<file path="src/rtl/fifo_fwft_axis.sv">
// fifo_fwft_axis: synchronous first-word-fall-through FIFO, valid/ready on both sides, RAM plus output register.
// Optional high-water mark is built only when FIFO_HWM_EN is defined; otherwise o_hwm is tied to zero.
module fifo_fwft_axis #(
  parameter int FIFO_WIDTH    = 32,
  parameter int FIFO_ADDR_SZ  = 4,
  parameter int AFULL_THRESH  = (1 << FIFO_ADDR_SZ) - 1,
  parameter int AEMPTY_THRESH = 1
) (
  input  logic                    clk,
  input  logic                    reset,
  input  logic                    s_valid,
  input  logic [FIFO_WIDTH-1:0]   s_data,
  output logic                    s_ready,
  output logic                    m_valid,
  output logic [FIFO_WIDTH-1:0]   m_data,
  input  logic                    m_ready,
  output logic [FIFO_ADDR_SZ:0]   o_count,
  output logic                    o_almost_full,
  output logic                    o_almost_empty,
  input  logic                    i_hwm_clr,
  output logic [FIFO_ADDR_SZ:0]   o_hwm
);

  localparam int                    DEPTH    = 1 << FIFO_ADDR_SZ;
  localparam logic [FIFO_ADDR_SZ:0] DEPTH_V  = (FIFO_ADDR_SZ+1)'(DEPTH);
  localparam logic [FIFO_ADDR_SZ:0] ONE_V    = (FIFO_ADDR_SZ+1)'(1);
  localparam logic [FIFO_ADDR_SZ:0] ZERO_V   = (FIFO_ADDR_SZ+1)'(0);
  localparam logic [FIFO_ADDR_SZ:0] AFULL_V  = (FIFO_ADDR_SZ+1)'(AFULL_THRESH);
  localparam logic [FIFO_ADDR_SZ:0] AEMPTY_V = (FIFO_ADDR_SZ+1)'(AEMPTY_THRESH);

  logic [FIFO_WIDTH-1:0]   mem_r [DEPTH];
  logic [FIFO_ADDR_SZ:0]   wr_addr_r;
  logic [FIFO_ADDR_SZ:0]   rd_addr_r;
  logic                    m_valid_r;
  logic [FIFO_WIDTH-1:0]   m_data_r;

  logic [FIFO_ADDR_SZ:0]   occ_s;
  logic [FIFO_ADDR_SZ:0]   count_s;
  logic                    ram_full_s;
  logic                    ram_empty_s;
  logic                    accept_s;
  logic                    load_s;

  // The extra wrap bit makes the pointer difference a full 0..DEPTH occupancy.
  assign occ_s       = wr_addr_r - rd_addr_r;
  assign ram_full_s  = (occ_s == DEPTH_V);
  assign ram_empty_s = (occ_s == ZERO_V);
  assign accept_s    = s_valid && !ram_full_s;
  assign load_s      = !ram_empty_s && (!m_valid_r || m_ready);
  assign count_s     = occ_s + {{FIFO_ADDR_SZ{1'b0}}, m_valid_r};

  assign s_ready        = !ram_full_s;
  assign m_valid        = m_valid_r;
  assign m_data         = m_data_r;
  assign o_count        = count_s;
  assign o_almost_full  = (count_s >= AFULL_V);
  assign o_almost_empty = (count_s <= AEMPTY_V);

  // Storage array: write-only port, contents survive reset.
  always_ff @(posedge clk) begin
    if (accept_s) begin
      mem_r[wr_addr_r[FIFO_ADDR_SZ-1:0]] <= s_data;
    end
  end

  // Pointers and output register; the registered RAM read lands directly in m_data_r.
  always_ff @(posedge clk) begin
    if (reset) begin
      wr_addr_r <= ZERO_V;
      rd_addr_r <= ZERO_V;
      m_valid_r <= 1'b0;
      m_data_r  <= {FIFO_WIDTH{1'b0}};
    end else begin
      if (accept_s) begin
        wr_addr_r <= wr_addr_r + ONE_V;
      end
      if (load_s) begin
        m_data_r  <= mem_r[rd_addr_r[FIFO_ADDR_SZ-1:0]];
        rd_addr_r <= rd_addr_r + ONE_V;
        m_valid_r <= 1'b1;
      end else if (m_valid_r && m_ready) begin
        m_valid_r <= 1'b0;
      end
    end
  end

`ifdef FIFO_HWM_EN
  logic [FIFO_ADDR_SZ:0] hwm_r;

  // High-water mark; a clear reloads the current fill level and wins over a new peak.
  always_ff @(posedge clk) begin
    if (reset) begin
      hwm_r <= ZERO_V;
    end else if (i_hwm_clr) begin
      hwm_r <= count_s;
    end else if (count_s > hwm_r) begin
      hwm_r <= count_s;
    end
  end

  assign o_hwm = hwm_r;
`else
  logic unused_hwm_clr_s;

  assign unused_hwm_clr_s = i_hwm_clr;
  assign o_hwm            = ZERO_V;
`endif

endmodule

</file>
<file path="config.mk">
export PLATFORM = sky130hd
export DESIGN_NAME = fifo_fwft_axis
export DESIGN_NICKNAME = d
export VERILOG_FILES = /design/src/rtl/fifo_fwft_axis.sv
export SDC_FILE = /design/constraint.sdc
export NUM_CORES = 1
export LEC_CHECK = 0
export ABC_CLOCK_PERIOD_IN_PS = 6800
export BUFFER_PORTS_ARGS = -buffer_cell sky130_fd_sc_hd__buf_2
export CORE_MARGIN = 10
export CORE_UTILIZATION = 60
export CTS_CLUSTER_DIAMETER = 200
export CTS_CLUSTER_SIZE = 28
export DETAILED_ROUTE_END_ITERATION = 8
export GPL_TIMING_DRIVEN = 0
export PLACE_DENSITY_LB_ADDON = 0.05
export SLEW_MARGIN = 20
export SYNTH_ARGS = -nofsm -noshare
export SYNTH_HDL_FRONTEND = slang
export SYNTH_SLANG_ARGS = --single-unit
</file>
<file path="constraint.sdc">
create_clock -name clk -period 6.8 [get_ports clk]
set_input_delay 0.34 -clock clk [delete_from_list [all_inputs] [get_ports clk]]
set_output_delay 0.34 -clock clk [all_outputs]
set_load 0.005 [all_outputs]
</file>
# Yosys cells after proc, flatten, opt, wreduce, memory -nomap -nowiden

Memory sizes are Yosys's and may differ from the RTL's. A register that Yosys moved wholly into a read port is not among the register bits.
Index checks and enable logic that the tools add are counted.

Register bits after elaboration: 11
Latch bits: 0
Bits in writable memories: 512
Memory bits (read-only): 0
Input bits: 37
Output and inout port bits: 46
Logic and storage cells: 24
Memories kept: 1

Memories:

| name  | depth | width | rd ports | clocked after memory_dff | wr ports | RTL line | source |
|---|---|---|---|---|---|---|---|
| mem_r | 16    | 32    | 1        | 1                        | 1        | 31       | `logic [FIFO_WIDTH-1:0] mem_r [DEPTH];` |

$add $sub $neg: 4
Multipliers: 0
Divide/modulo/power cells: 0
Order comparisons: 2
Equal/unequal tests: 1
Shifts and indexed selects: 0
Mux-type cells: 4
Bitwise operators: 0
Reductions and logical operators: 9

Operators with widths:

| operator              | count |
|---|---|
| $add A5 B1 Y5 const B | 2 |
| $add A5 B1 Y5         | 1 |
| $eq A5 B5 Y1 const B  | 1 |
| $ge A5 B4 Y1 const B  | 1 |
| $le A5 B1 Y1 const B  | 1 |
| $logic_not A5 Y1      | 1 |
| $sub A5 B5 Y5         | 1 |
| $mux W1               | 4 |
| $logic_and A1 B1 Y1   | 3 |
| $logic_not A1 Y1      | 3 |
| $reduce_bool A2 Y1    | 1 |
| $logic_or A1 B1 Y1    | 1 |

# Depth between registers and ports, before layout

Gate-level depths: netlist (run 1).

Depth in word-level cells: 6
Gate-level depth with buffers: 11
Gate-level depth less buffers: 9

# Worst setup path before layout (run 1)

OpenSTA, ideal clock, no wires.

Path type: register to register
Start: register rd_addr_r[1]
End: register wr_addr_r[4]
Setup time: 0.069 ns
Arrival time: 4.968 ns
Required time: 6.731 ns
Slack: 1.763 ns
Cell stages (with the launch flop): 11
Path buffers: 3
Clock period less this slack: 5.037 ns
Cell sequence: dfxtp_1 > buf_2 > buf_2 > buf_2 > inv_1 > fa_1 > xor2_1 > or4_4 > a211oi_4 > nor3b_1 > mux2_4

Cells in the longest elaborated chain, start to end: 4

RTL lines:

| item                   | RTL line | source |
|---|---|---|
| from (decl)            | 33       | `logic [FIFO_ADDR_SZ:0] rd_addr_r;` |
| from (signal assigned) | 79       | `rd_addr_r <= rd_addr_r + ONE_V;` |
| $sub A5 B5 Y5          | 45       | `assign occ_s = wr_addr_r - rd_addr_r;` |
| $eq A5 B5 Y1           | 46       | `assign ram_full_s = (occ_s == DEPTH_V);` |
| $logic_not A1 Y1       | 48       | `assign accept_s = s_valid && !ram_full_s;` |
| $logic_and A1 B1 Y1    | 48       |  |
| to (signal assigned)   | 75       | `wr_addr_r <= wr_addr_r + ONE_V;` |
| to (decl)              | 32       | `logic [FIFO_ADDR_SZ:0] wr_addr_r;` |

Every way passes these cells.
A chain may end at the register's enable or synchronous reset.

# Worst setup path after layout (run 1)

Start: register rd_addr_r[1]
End: memory mem_r[4][23] (enable)

Cells in the longest elaborated chain, start to end: 6

RTL lines:

| item                          | RTL line | source |
|---|---|---|
| $sub A5 B5 Y5                 | 45       |  |
| $eq A5 B5 Y1                  | 46       |  |
| $logic_not A1 Y1              | 48       |  |
| $logic_and A1 B1 Y1           | 48       |  |
| $mux W1                       | 61       | `if (accept_s) begin` |
| $mux W1 (implied by the code) | 62       | `mem_r[wr_addr_r[FIFO_ADDR_SZ-1:0]] <= s_data;` |
| to (decl)                     | 31       |  |

Every way passes these cells.

==> results.md, run 1 <==
* Outcome: complete, no violations
* Residual DRC at 0
* Sequential power share at 0.527
* Final number of max-transition violations at 0
* CTS tree: yes
* Crit-path max cell delay at between 0.5 and 0.6 ns
* Drt total wl at roughly 48,000 µm
* Skew-Pair Late Insertion Delay at 0.55 ns
* Global Route Usage Sum at 0.217
* DRT iter0 DRCs at ~1,100
* MaxCap Viol Count at 0
* Post-CTS Hold Buffers at 0
* Port bufs at 76
* RePlAce Congestion at roughly 0.77
* Clock power frac at 0.213
* Peak VDD IR at 0.000244 V
* Flop2flop setup slack at about 2.1 ns
* Die width at 208 µm
* Final setup vio count at 0
* Initial Utilization at 0.612
* P_sw at 2120 µW
* CTS Buf Count at 23
* Antenna Diode Count at 0
* CP Launch Point: rd_addr_r[1]
* Dpl hpwl at 31,200 µm
* Number of routed nets with antenna violations at 0
* YS warnings at 0
* Internal power at 5460 µW
* Routed len/inst at 29.1 µm
* Fin nets at around 1,200
* Top Ports at 83
* P per Cell Area at 325 mW/mm²
* Synthesized area at 0.0212 mm²
* Via density at 6.54
* Die area at 0.0433 mm²
* Crit Path Max Fanout at 14
* Setup Crit Path Kind: register to register
* Clock net sink count at between 500 and 600
* Net Sw Frac at 0.280
* Mean Syn Cell Area at 20.6 µm²
* Comb pwr share at 0.260
* HP Start: s_data[30]
* Worst Clk Skew at between 0.01 and 0.015 ns
* Top FF cell, synth: edfxtp_1
* Drt pass-1 iters at 5
* Layout Utilization at 0.673
* Pin count of the biggest net entering global routing at 30
* Die Y at 208 µm
* Clk root buf: clkbuf_16
* Final hold violations at 0
* Critical path, cell by cell: buf_2 > buf_2 > buf_2 > inv_1 > fa_1 > or3b_1 > or4_4 > a211oi_4 > nor2b_2 > buf_6 > and3_2 > buf_16 > buf_16
* Relative slew slack at 0.367
* RSZ-0062 raised after global routing: no
* Global-route wire length before repair at 71,200 µm
* Tightest Pin Transition at 0.949 ns
* Final period util at 0.687
* Hold Crit Class: input pin to register
* Initial antenna violation count at 0
* Worst flop-to-flop path startpoint: rd_addr_r[1]
* Layout overhead on the synthesized area at 9.90%
* Power, Total at around 7600 µW
* Vias in the first global route at ~11,000
* F_max at 214 MHz
* Leak Pwr at 0.00736 µW
* Global route total overflow at 0
* CP required at 7.11 ns
* Register area share after synthesis at 0.764
* Max Buffers Root-to-Sink at 3
* Number of synthesized flops with an enable pin at between 500 and 600
* Crit end category: register
* Max stage delay cell, worst path: fa_1
* H-Tree Depth at 1
* WP data arrival at 4.99 ns
* Most frequent CP cell: buf_2
* Layout cells sized above 1 at 0.257
* Clk slew on worst S/H paths at 0.11 ns
* Post-CTS Setup Repair Bufs at 0
* Synth Instances at 1,033
* Worst Setup Start Kind: register
* Vias at 10,700
* Worst hold slack at 0.144 ns
* Asr flop ratio synth at 0
* Period minus WS final at between 4 and 5 ns
* Cell Rows at 68
* Synth Register Bits at 555
* CORE AREA at 0.0347 mm²
* Library cells used by synthesis at 49
* # resized after CTS at 0
power groups by stage:
stage / Combinational, µW / Clock, µW / Sequential, µW
after floorplan: 1290 / 0 / 4060
after global routing: 2130 / 1760 / 4010
after CTS: 2000 / 1640 / 3990
after global placement: 1920 / 0 / 4070
after detailed placement: 1990 / 0 / 4070
final: 1970 / 1620 / 3990
state kept, by name, summed over array words and instances, names as in the netlist:
signal	flops
rd_addr_r	5
mem_r	512
m_valid	1
wr_addr_r	5
m_data	32
synthesized netlist by cell type (3+ instances only):
cell      count  share of area
o21ai_0      38         0.0090
a21oi_1      40         0.0094
and3_1       13         0.0038
nand2_1       4        0.00071
dfxtp_1      43          0.041
mux4_2      127           0.13
clkbuf_1     42         0.0074
o22ai_1      62          0.018
or3_1         5         0.0015
mux2i_1       3         0.0014
nand3_1       5         0.0012
buf_2        14         0.0033
nor2_1       11         0.0019
or4_1        31          0.011
buf_4        11         0.0039
nor3_1        5         0.0012
ha_1         11         0.0065
xor2_1        4         0.0016
nand2b_1      7         0.0021
inv_1         8         0.0014
edfxtp_1    512           0.72
nor2b_1       7         0.0021
metrics by stage:
step	instances	setup TNS (ns)	setup WS, ns	area [µm²]
floorplan	1037	0	1.76	21300
global placement	1568	-97.04	-1.81	22200
detailed placement	1593	0	2.17	22700
CTS	1634	0	2.16	23400
global route	1634	0	1.93	23400
finish	1634	0	2.13	23400
layout make-up:
type                            instances  area [µm²]
Buffer                                 69         325
Clock buffer                           40         639
Clock inverter                          1        7.51
Fill cell                            2251       11400
Inverter                                8        30.0
Multi-Input combinational cell        405        4710
Sequential cell                       555       16200
Tap cell                              455         569
Timing Repair Buffer                  101         832
layout by cell type, fill, tap and decap left out, types with 12 or more instances in the layout:
cell type	n
or4_1	31
o21ai_0	38
o22ai_1	62
mux4_2	127
and3_2	12
buf_2	90
clkbuf_16	23
clkbuf_1	59
dfxtp_1	43
a21oi_1	40
edfxtp_1	512
buf_4	19
worst max-delay path, delay by kind of cell, from the launching register on:
family,cells,cell delay [ns]
AO/OA/AOI/OAI,1,0.46
adder cells (fa/ha/maj),1,0.54
buffers and inverters,7,1.68
flip-flops,1,0.35
AND/OR/NAND/NOR,4,1.35
path summary, 6_finish.rpt:
kind,endpoint,cells after the start
setup / recovery,mem_r[4][23],13
hold / removal,mem_r[10][30],1
setup reg to reg,mem_r[4][23],13
hold reg to reg,m_data[19],2
per-layer routing:
metal  global-route usage  up-vias  wire length (µm)
li1                     -     4556                 -
met5                    0        -                 0
met4               0.0438        0               882
met1                0.304     5669             19800
met3               0.0267       52              2890
met2                0.365      406             24000
cells by family after synthesis:
family,count (synthesis),share of synthesized area
AND/OR/NAND/NOR,101,0.0300
XOR/XNOR,5,0.00206
multiplexers,133,0.138
AO/OA/AOI/OAI,149,0.0418
adder cells (fa/ha/maj),12,0.00742
other,1,0.000176
buffers and inverters,77,0.0167
flip-flops,555,0.764
No activity file was read; power rests on OpenSTA's default activity.
==> run 2, diff against run 1 <==
- ABC_CLOCK_PERIOD_IN_PS: 6800 -> 3950
- CORE_UTILIZATION: 60 -> 55
- clock period: 6.8 -> 3.95 ns (I/O delays scaled with it)
==> run 2 against run 1 <==
Against the previous run: die area grew 8.2%; count of clock-buffer cells in the layout is the same; via count grew 0.98%; clock skew grew 0.0077 ns; sequential cell count is the same; critical path depth shrank 2; critical path type unchanged; largest cell class unchanged.
==> results.md, run 2 (synthesized netlist as in run 1, its figures left out) <==
* Outcome: complete, no violations (unchanged)
* Final period util at 0.963 (was 0.687)
* Hold EP: mem_r[13][18] (was mem_r[10][30])
* Max stage delay cell, worst path: fa_1 (unchanged)
* Die area at 0.0469 mm² (was 0.0433 mm²)
* Period minus WS final at 3.80 ns (was 4.67 ns)
* Top Ports at 83 (unchanged)
* Residual DRC at 0 (unchanged)
* Critical path, cell by cell: buf_6 > buf_12 > inv_1 > fa_1 > or3b_1 > or4_4 > a211oi_4 > nor2b_2 > buf_6 > and3_4 > buf_16 (was buf_2 > buf_2 > buf_2 > inv_1 > fa_1 > or3b_1 > or4_4 > a211oi_4 > nor2b_2 > buf_6 > and3_2 > buf_16 > buf_16)
* CP required at 4.27 ns (was 7.11 ns)
* Via density at 6.29 (was 6.54)
* Worst flop-to-flop path startpoint: rd_addr_r[1] (unchanged)
* Clk slew on worst S/H paths at 0.12 ns (was 0.11 ns)
* Worst reg2reg endpoint: mem_r[4][2] (was mem_r[4][23])
* Port bufs at 76 (unchanged)
* Final number of max-transition violations at 0 (unchanged)
* Most common cell after layout, fill and taps aside: edfxtp_1 (unchanged)
* Fillcell total at 2,692 (was 2,251)
* Flop2flop setup slack at 0.15 ns (was 2.13 ns)
* Number of routed nets with antenna violations at 0 (unchanged)
* Crit end category: register (unchanged)
* Max reg flops at 512 (unchanged)
* Worst Setup Start Kind: register (unchanged)
* Skew-Pair Late Insertion Delay at 0.57 ns (was 0.55 ns)
* Vias at 10,800 (was 10,700)
* Worst Reg-to-Reg Cells at 11 (was 13)
* Initial Utilization at 0.560 (was 0.612)
* Post-route insts no fill at 1,714 (was 1,634)
* Die width at 217 µm (was 208 µm)
* Most frequent CP cell: buf_6 (was buf_2)
* RSZ-0062 raised after global routing: no (unchanged)
* Tightest Pin Transition at 1.04 ns (was 0.949 ns)
* CP Buf/Inv Count at 5 (was 7)
* Layout Utilization at 0.626 (was 0.673)
* Cells after DPL at 1,645 (was 1,593)
* Hold Crit Class: input pin to register (unchanged)
* Die Y at 217 µm (was 208 µm)
* WP data arrival at 4.12 ns (was 4.99 ns)
* Cell Rows at 71 (was 68)
* Global Route Usage Sum at 0.216 (was 0.217)
* Dpl hpwl at 32,200 µm (was 31,200 µm)
* Commonest cells after routing, fill and taps aside: 512 x edfxtp_1, 127 x mux4_2, 87 x buf_2 (was 512 x edfxtp_1, 127 x mux4_2, 90 x buf_2)
* Worst Clk Skew at 0.0210 ns (was 0.0133 ns)
* HP Start: s_data[18] (was s_data[30])
* Crit Path Max Fanout at 19 (was 14)
* Worst hold slack at 0.00758 ns (was 0.144 ns)
* Layout cells sized above 1 at 0.252 (was 0.257)
* Final setup margin at 0.148 ns (was 2.13 ns)
* Peak VDD IR at 0.000427 V (was 0.000244 V)
* Power, Total at 13,200 µW (was 7580 µW)
* RePlAce Congestion at 0.742 (was 0.769)
* Global-route wire length before repair at 74,600 µm (was 71,200 µm)
* Global route total overflow at 0 (unchanged)
* Pin count of the biggest net entering global routing at 30 (unchanged)
* Fin nets at 1,236 (was 1,212)
* F_max at 263 MHz (was 214 MHz)
* Delay-heaviest family, CP: simple AND/OR/NAND/NOR gates (was buffers and inverters)
* Routed len/inst at 29.5 µm (was 29.1 µm)
* Drt total wl at 50,500 µm (was 47,500 µm)
* CTS Buf Count at 23 (unchanged)
* CTS tree: yes (unchanged)
* Final setup vio count at 0 (unchanged)
* Max Buffers Root-to-Sink at 3 (unchanged)
* Leak Pwr at 0.00745 µW (was 0.00736 µW)
* Layout overhead on the synthesized area at 11.8% (was 9.90%)
* DRT iter0 DRCs at 1,284 (was 1,121)
* Antenna Diode Count at 0 (unchanged)
* CORE AREA at 0.0379 mm² (was 0.0347 mm²)
* Pre-CTS setup slack at -0.912 ns (was 2.17 ns)
* MaxCap Viol Count at 0 (unchanged)
* Hold Crit Depth at 1 (unchanged)
* H-Tree Depth at 1 (unchanged)
* P per Cell Area at 556 mW/mm² (was 325 mW/mm²)
* Final hold violations at 0 (unchanged)
* Initial antenna violation count at 0 (unchanged)
* Crit-path max cell delay at 0.52 ns (was 0.54 ns)
* Setup Crit Path Kind: register to register (unchanged)
* Drt pass-1 iters at 5 (unchanged)
* Vias in the first global route at 11,000 (was 10,900)
* Clk root buf: clkbuf_16 (unchanged)
* Relative slew slack at 0.304 (was 0.367)
* Clock net sink count at 555 (unchanged)
## run 2: changes by cell type in the layout (fill, tap and decap cells not counted), moves of 4 or more
cell and change:
buf_16 -4, and3_4 +11, buf_4 -5, and3_2 -11
dlygate4sd3_1 +27, buf_12 +4, buf_8 +6
## run 2: through the flow
step / instance area (µm²) / setup TNS (ns)
after global routing: 23800 / 0
final: 23800 / 0
after detailed placement: 22800 / -344.84
after CTS: 23700 / 0
after global placement: 22300 / -864.84
after floorplan: 21300 / -18.54
## run 2: where the power goes
| group | internal, µW | switching, µW |
|---|---|---|
| clock | 1120 | 1720 |
| sequential | 6740 | 122 |
| combinational | 1550 | 1950 |
## run 2: metal layers
| metal | part of all wire | global-route usage | wire, µm |
|---|---|---|---|
| met5 | 0 | 0 | 0 |
| met4 | 0.018 | 0.0419 | 913 |
| met3 | 0.062 | 0.0298 | 3150 |
| met2 | 0.50 | 0.357 | 25400 |
| met1 | 0.42 | 0.303 | 21100 |
## run 2: layout make-up
class / count / area, µm² / area share
Multi-Input combinational cell: 405 / 4770 / 0.201
Clock buffer: 40 / 639 / 0.0269
Inverter: 8 / 30.0 / 0.00126
Sequential cell: 555 / 16200 / 0.684
Buffer: 67 / 340 / 0.0143
Clock inverter: 1 / 7.51 / 0.000316
Tap cell: 511 / 639 / 0.0269
Timing Repair Buffer: 127 / 1090 / 0.0460
## run 2: worst max-delay path by stage
stage / to / slack (ns) / startpoint / cells after the start
after floorplan: mem_r[11][0] / -0.26 / rd_addr_r[1] / 10
after global placement: mem_r[7][25] / -2.86 / rd_addr_r[1] / 10
after detailed placement: mem_r[4][6] / -0.91 / rd_addr_r[1] / 12
after CTS: mem_r[1][26] / 0.004 / rd_addr_r[1] / 11
after global routing: s_ready / 0.03 / rd_addr_r[1] / 10
final: mem_r[4][2] / 0.15 / rd_addr_r[1] / 11
## run 2: what timing repair did
item                                    in CTS  in global routing
gates resized for setup                     12                  9
endpoints found under the hold margin      377                  0
buffers inserted                             3                  0
gates cloned                                 0                  0
endpoints found under the setup margin     557                 99
pin swaps                                    2                  1
hold buffers                                27                  0
==> run 3, diff against run 2 <==
- ABC_AREA: not set -> 1
- CORE_MARGIN: 10 -> 2
- CORE_UTILIZATION: 55 -> 56
==> run 3 against run 2 <==
Against the previous run: sequential power about the same; die area fell by 9.1%; clock power about the same; cell area is 7.4% higher; largest power group unchanged; critical path type unchanged.
==> results.md, run 3 <==
* Worst Reg-to-Reg Cells at 13 (was 11)
* WP data arrival at 4.08 ns (was 4.12 ns)
* Final hold violations at 0 (unchanged)
* Commonest cells post-synth: 512 x edfxtp_1, 476 x nand2_1, 476 x nor2_1 (was 512 x edfxtp_1, 127 x mux4_2, 62 x o22ai_1)
* Synth top area share at 0.670 (was 0.724)
* Worst Clk Skew at 0.0129 ns (was 0.0210 ns)
* Die area at 0.0426 mm² (was 0.0469 mm²)
* Commonest cells after routing, fill and taps aside: 512 x edfxtp_1, 476 x nand2_1, 460 x nor2_1 (was 512 x edfxtp_1, 127 x mux4_2, 87 x buf_2)
* HP Start: s_data[23] (was s_data[18])
* Most common cell after layout, fill and taps aside: edfxtp_1 (unchanged)
* Pin count of the biggest net entering global routing at 30 (unchanged)
* Hold Crit Class: input pin to register (unchanged)
* Library cells used by synthesis at 33 (was 49)
* Tightest Pin Transition at 0.977 ns (was 1.04 ns)
* H-Tree Depth at 1 (unchanged)
* Drt pass-1 iters at 5 (unchanged)
* Leak Pwr at 0.00946 µW (was 0.00745 µW)
* YS warnings at 0 (unchanged)
* RePlAce Congestion at 0.827 (was 0.742)
* Layout overhead on the synthesized area at 11.1% (was 11.8%)
* Synth Register Bits at 555 (unchanged)
* Fin nets at 2,298 (was 1,236)
* MaxCap Viol Count at 0 (unchanged)
* Initial antenna violation count at 0 (unchanged)
* Number of synthesized flops with an enable pin at 512 (unchanged)
* Crit Path Max Fanout at 19 (unchanged)
* Relative slew slack at 0.348 (was 0.304)
* Vias in the first global route at 14,600 (was 11,000)
* Max stage delay cell, worst path: nor2_4 (was fa_1)
* # resized after CTS at 0 (was 12)
* Dpl hpwl at 40,700 µm (was 32,200 µm)
* Cell Rows at 74 (was 71)
* Top-count cell post-synth: edfxtp_1 (unchanged)
* Residual DRC at 0 (unchanged)
* Crit end category: register (unchanged)
* Clk root buf: clkbuf_16 (unchanged)
* DRT iter0 DRCs at 1,651 (was 1,284)
* P per Cell Area at 625 mW/mm² (was 556 mW/mm²)
* Worst hold slack at 0.0161 ns (was 0.00758 ns)
* Routed len/inst at 21.6 µm (was 29.5 µm)
* Layout cells sized above 1 at 0.103 (was 0.252)
* Top Ports at 83 (unchanged)
* Final period util at 0.964 (was 0.963)
* Global-route wire length before repair at 89,100 µm (was 74,600 µm)
* Die width at 206 µm (was 217 µm)
* DP Area at 0.0246 mm² (was 0.0228 mm²)
* Final number of max-transition violations at 0 (unchanged)
* Skew-Pair Late Insertion Delay at 0.57 ns (about the same)
* Peak VDD IR at 0.000408 V (was 0.000427 V)
* Die Y at 206 µm (was 217 µm)
* Period minus WS final at 3.81 ns (was 3.80 ns)
* Synthesized area at 0.0230 mm² (was 0.0212 mm²)
* Register area share after synthesis at 0.707 (was 0.764)
* Flop2flop setup slack at 0.14 ns (was 0.15 ns)
* Hold EP: mem_r[8][23] (was mem_r[13][18])
* Critical path, cell by cell: buf_4 > inv_1 > ha_1 > a21oi_1 > nand2_1 > nand2_1 > nand2_2 > nand3_2 > nand2_2 > inv_4 > nand2_1 > nor2_4 > buf_12 (was buf_6 > buf_12 > inv_1 > fa_1 > or3b_1 > or4_4 > a211oi_4 > nor2b_2 > buf_6 > and3_4 > buf_16)
* Number of routed nets with antenna violations at 0 (unchanged)
* Max Buffers Root-to-Sink at 3 (unchanged)
* Fillcell total at 3,165 (was 2,692)
* Port bufs at 75 (was 76)
* CORE AREA at 0.0406 mm² (was 0.0379 mm²)
* Worst flop-to-flop path startpoint: rd_addr_r[2] (was rd_addr_r[1])
* Final Cell Area at 0.0255 mm² (was 0.0238 mm²)
* Top cell type by total area after synthesis: edfxtp_1 (unchanged)
* Most frequent CP cell: nand2_1 (was buf_6)
* Max reg flops at 512 (unchanged)
* CP required at 4.22 ns (was 4.27 ns)
* Asr flop ratio synth at 0 (unchanged)
* CTS Buf Count at 23 (unchanged)
* Top post-synthesis cells by area: edfxtp_1 67%, nand2_1 7.8%, nor2_1 7.8% (was edfxtp_1 72%, mux4_2 13%, dfxtp_1 4.1%)
* Synth Instances at 2,100 (was 1,033)
* Setup Crit Path Kind: register to register (unchanged)
* Outcome: complete, no violations (unchanged)
* Vias at 15,400 (was 10,800)
* Drt total wl at 60,500 µm (was 50,500 µm)
* Final setup vio count at 0 (unchanged)
* Top FF cell, synth: edfxtp_1 (unchanged)
* Via density at 5.51 (was 6.29)
* Clk slew on worst S/H paths at 0.11 ns (was 0.12 ns)
* Crit-path max cell delay at 0.56 ns (was 0.52 ns)
* Clock net sink count at 555 (unchanged)
* Worst reg2reg endpoint: mem_r[11][22] (was mem_r[4][2])
* Hold Crit Depth at 1 (unchanged)
* Worst Setup Start Kind: register (unchanged)
* CTS tree: yes (unchanged)
* Global route total overflow at 0 (unchanged)
* Antenna Diode Count at 0 (unchanged)
* F_max at 263 MHz (about the same)
* Layout Utilization at 0.627 (was 0.626)
* Global Route Usage Sum at 0.288 (was 0.216)
* Mean Syn Cell Area at 10.9 µm² (was 20.6 µm²)
* Initial Utilization at 0.565 (was 0.560)
[run 3: metal layers]
layer	track usage	share of wire	wire [µm]
met3	0.0367	0.085	5130
met5	0	0	0
met1	0.402	0.41	24900
met4	0.0883	0.028	1710
met2	0.477	0.48	28800
[run 3: worst max-delay path by stage]
stage	from	endpoint	slack (ns)	cells after the start
final	rd_addr_r[2]	mem_r[11][22]	0.14	13
after global routing	rd_addr_r[2]	mem_r[11][22]	-0.008	13
after CTS	rd_addr_r[2]	mem_r[7][26]	0.16	13
after detailed placement	rd_addr_r[2]	mem_r[3][0]	-0.06	14
after global placement	rd_addr_r[2]	mem_r[7][1]	-2.03	13
after floorplan	rd_addr_r[2]	mem_r[11][0]	0.15	13
[run 3: cell families after synthesis]
family,count (synthesis),share of synthesized area
fa+ha+maj,12,0.00687
flops,555,0.707
other cells,1,0.000163
simple gates,1086,0.187
compound gates,236,0.0524
buf+inv,202,0.0430
xor+xnor,8,0.00338
[run 3: repair_timing]
action	4_1_cts	5_1_grt
hold endpoints to repair	354	0
pin swaps	1	2
setup endpoints to repair	138	28
hold buffers	25	0
buffers inserted	1	2
[run 3: power by group]
group          internal [µW]  switching [µW]
registers               6750             115
clock network           1110            1710
logic                   1960            4290
[run 3: worst max-delay path: cells and delay by family, from the launching register on]
family / cells / cell delay [ns]
compound gates: 1 / 0.19
fa+ha+maj: 1 / 0.43
buf+inv: 4 / 1.13
flops: 1 / 0.34
simple gates: 7 / 1.38
[run 3: through the flow]
| stage | total power [µW] | setup TNS, ns | setup slack, ns | std cells |
|---|---|---|---|---|
| detailed placement | 13200 | -2.70 | -0.0554 | 2729 |
| global route | 16800 | -0.0276 | -0.00794 | 2795 |
| floorplan | 10900 | 0 | 0.149 | 2104 |
| global placement | 13000 | -966.60 | -2.03 | 2711 |
| CTS | 16000 | 0 | 0.164 | 2793 |
| finish | 15900 | 0 | 0.141 | 2795 |
[run 3: layout make-up]
| cell class | count | area [µm²] | share of cell area |
|---|---|---|---|
| Sequential cell | 555 | 16200 | 0.637 |
| Clock buffer | 38 | 632 | 0.0248 |
| Tap cell | 532 | 666 | 0.0261 |
| Buffer | 117 | 663 | 0.0260 |
| Timing Repair Buffer | 121 | 1110 | 0.0437 |
| Inverter | 84 | 320 | 0.0126 |
| Multi-Input combinational cell | 1347 | 5870 | 0.230 |
| Clock inverter | 1 | 6.26 | 0.000245 |
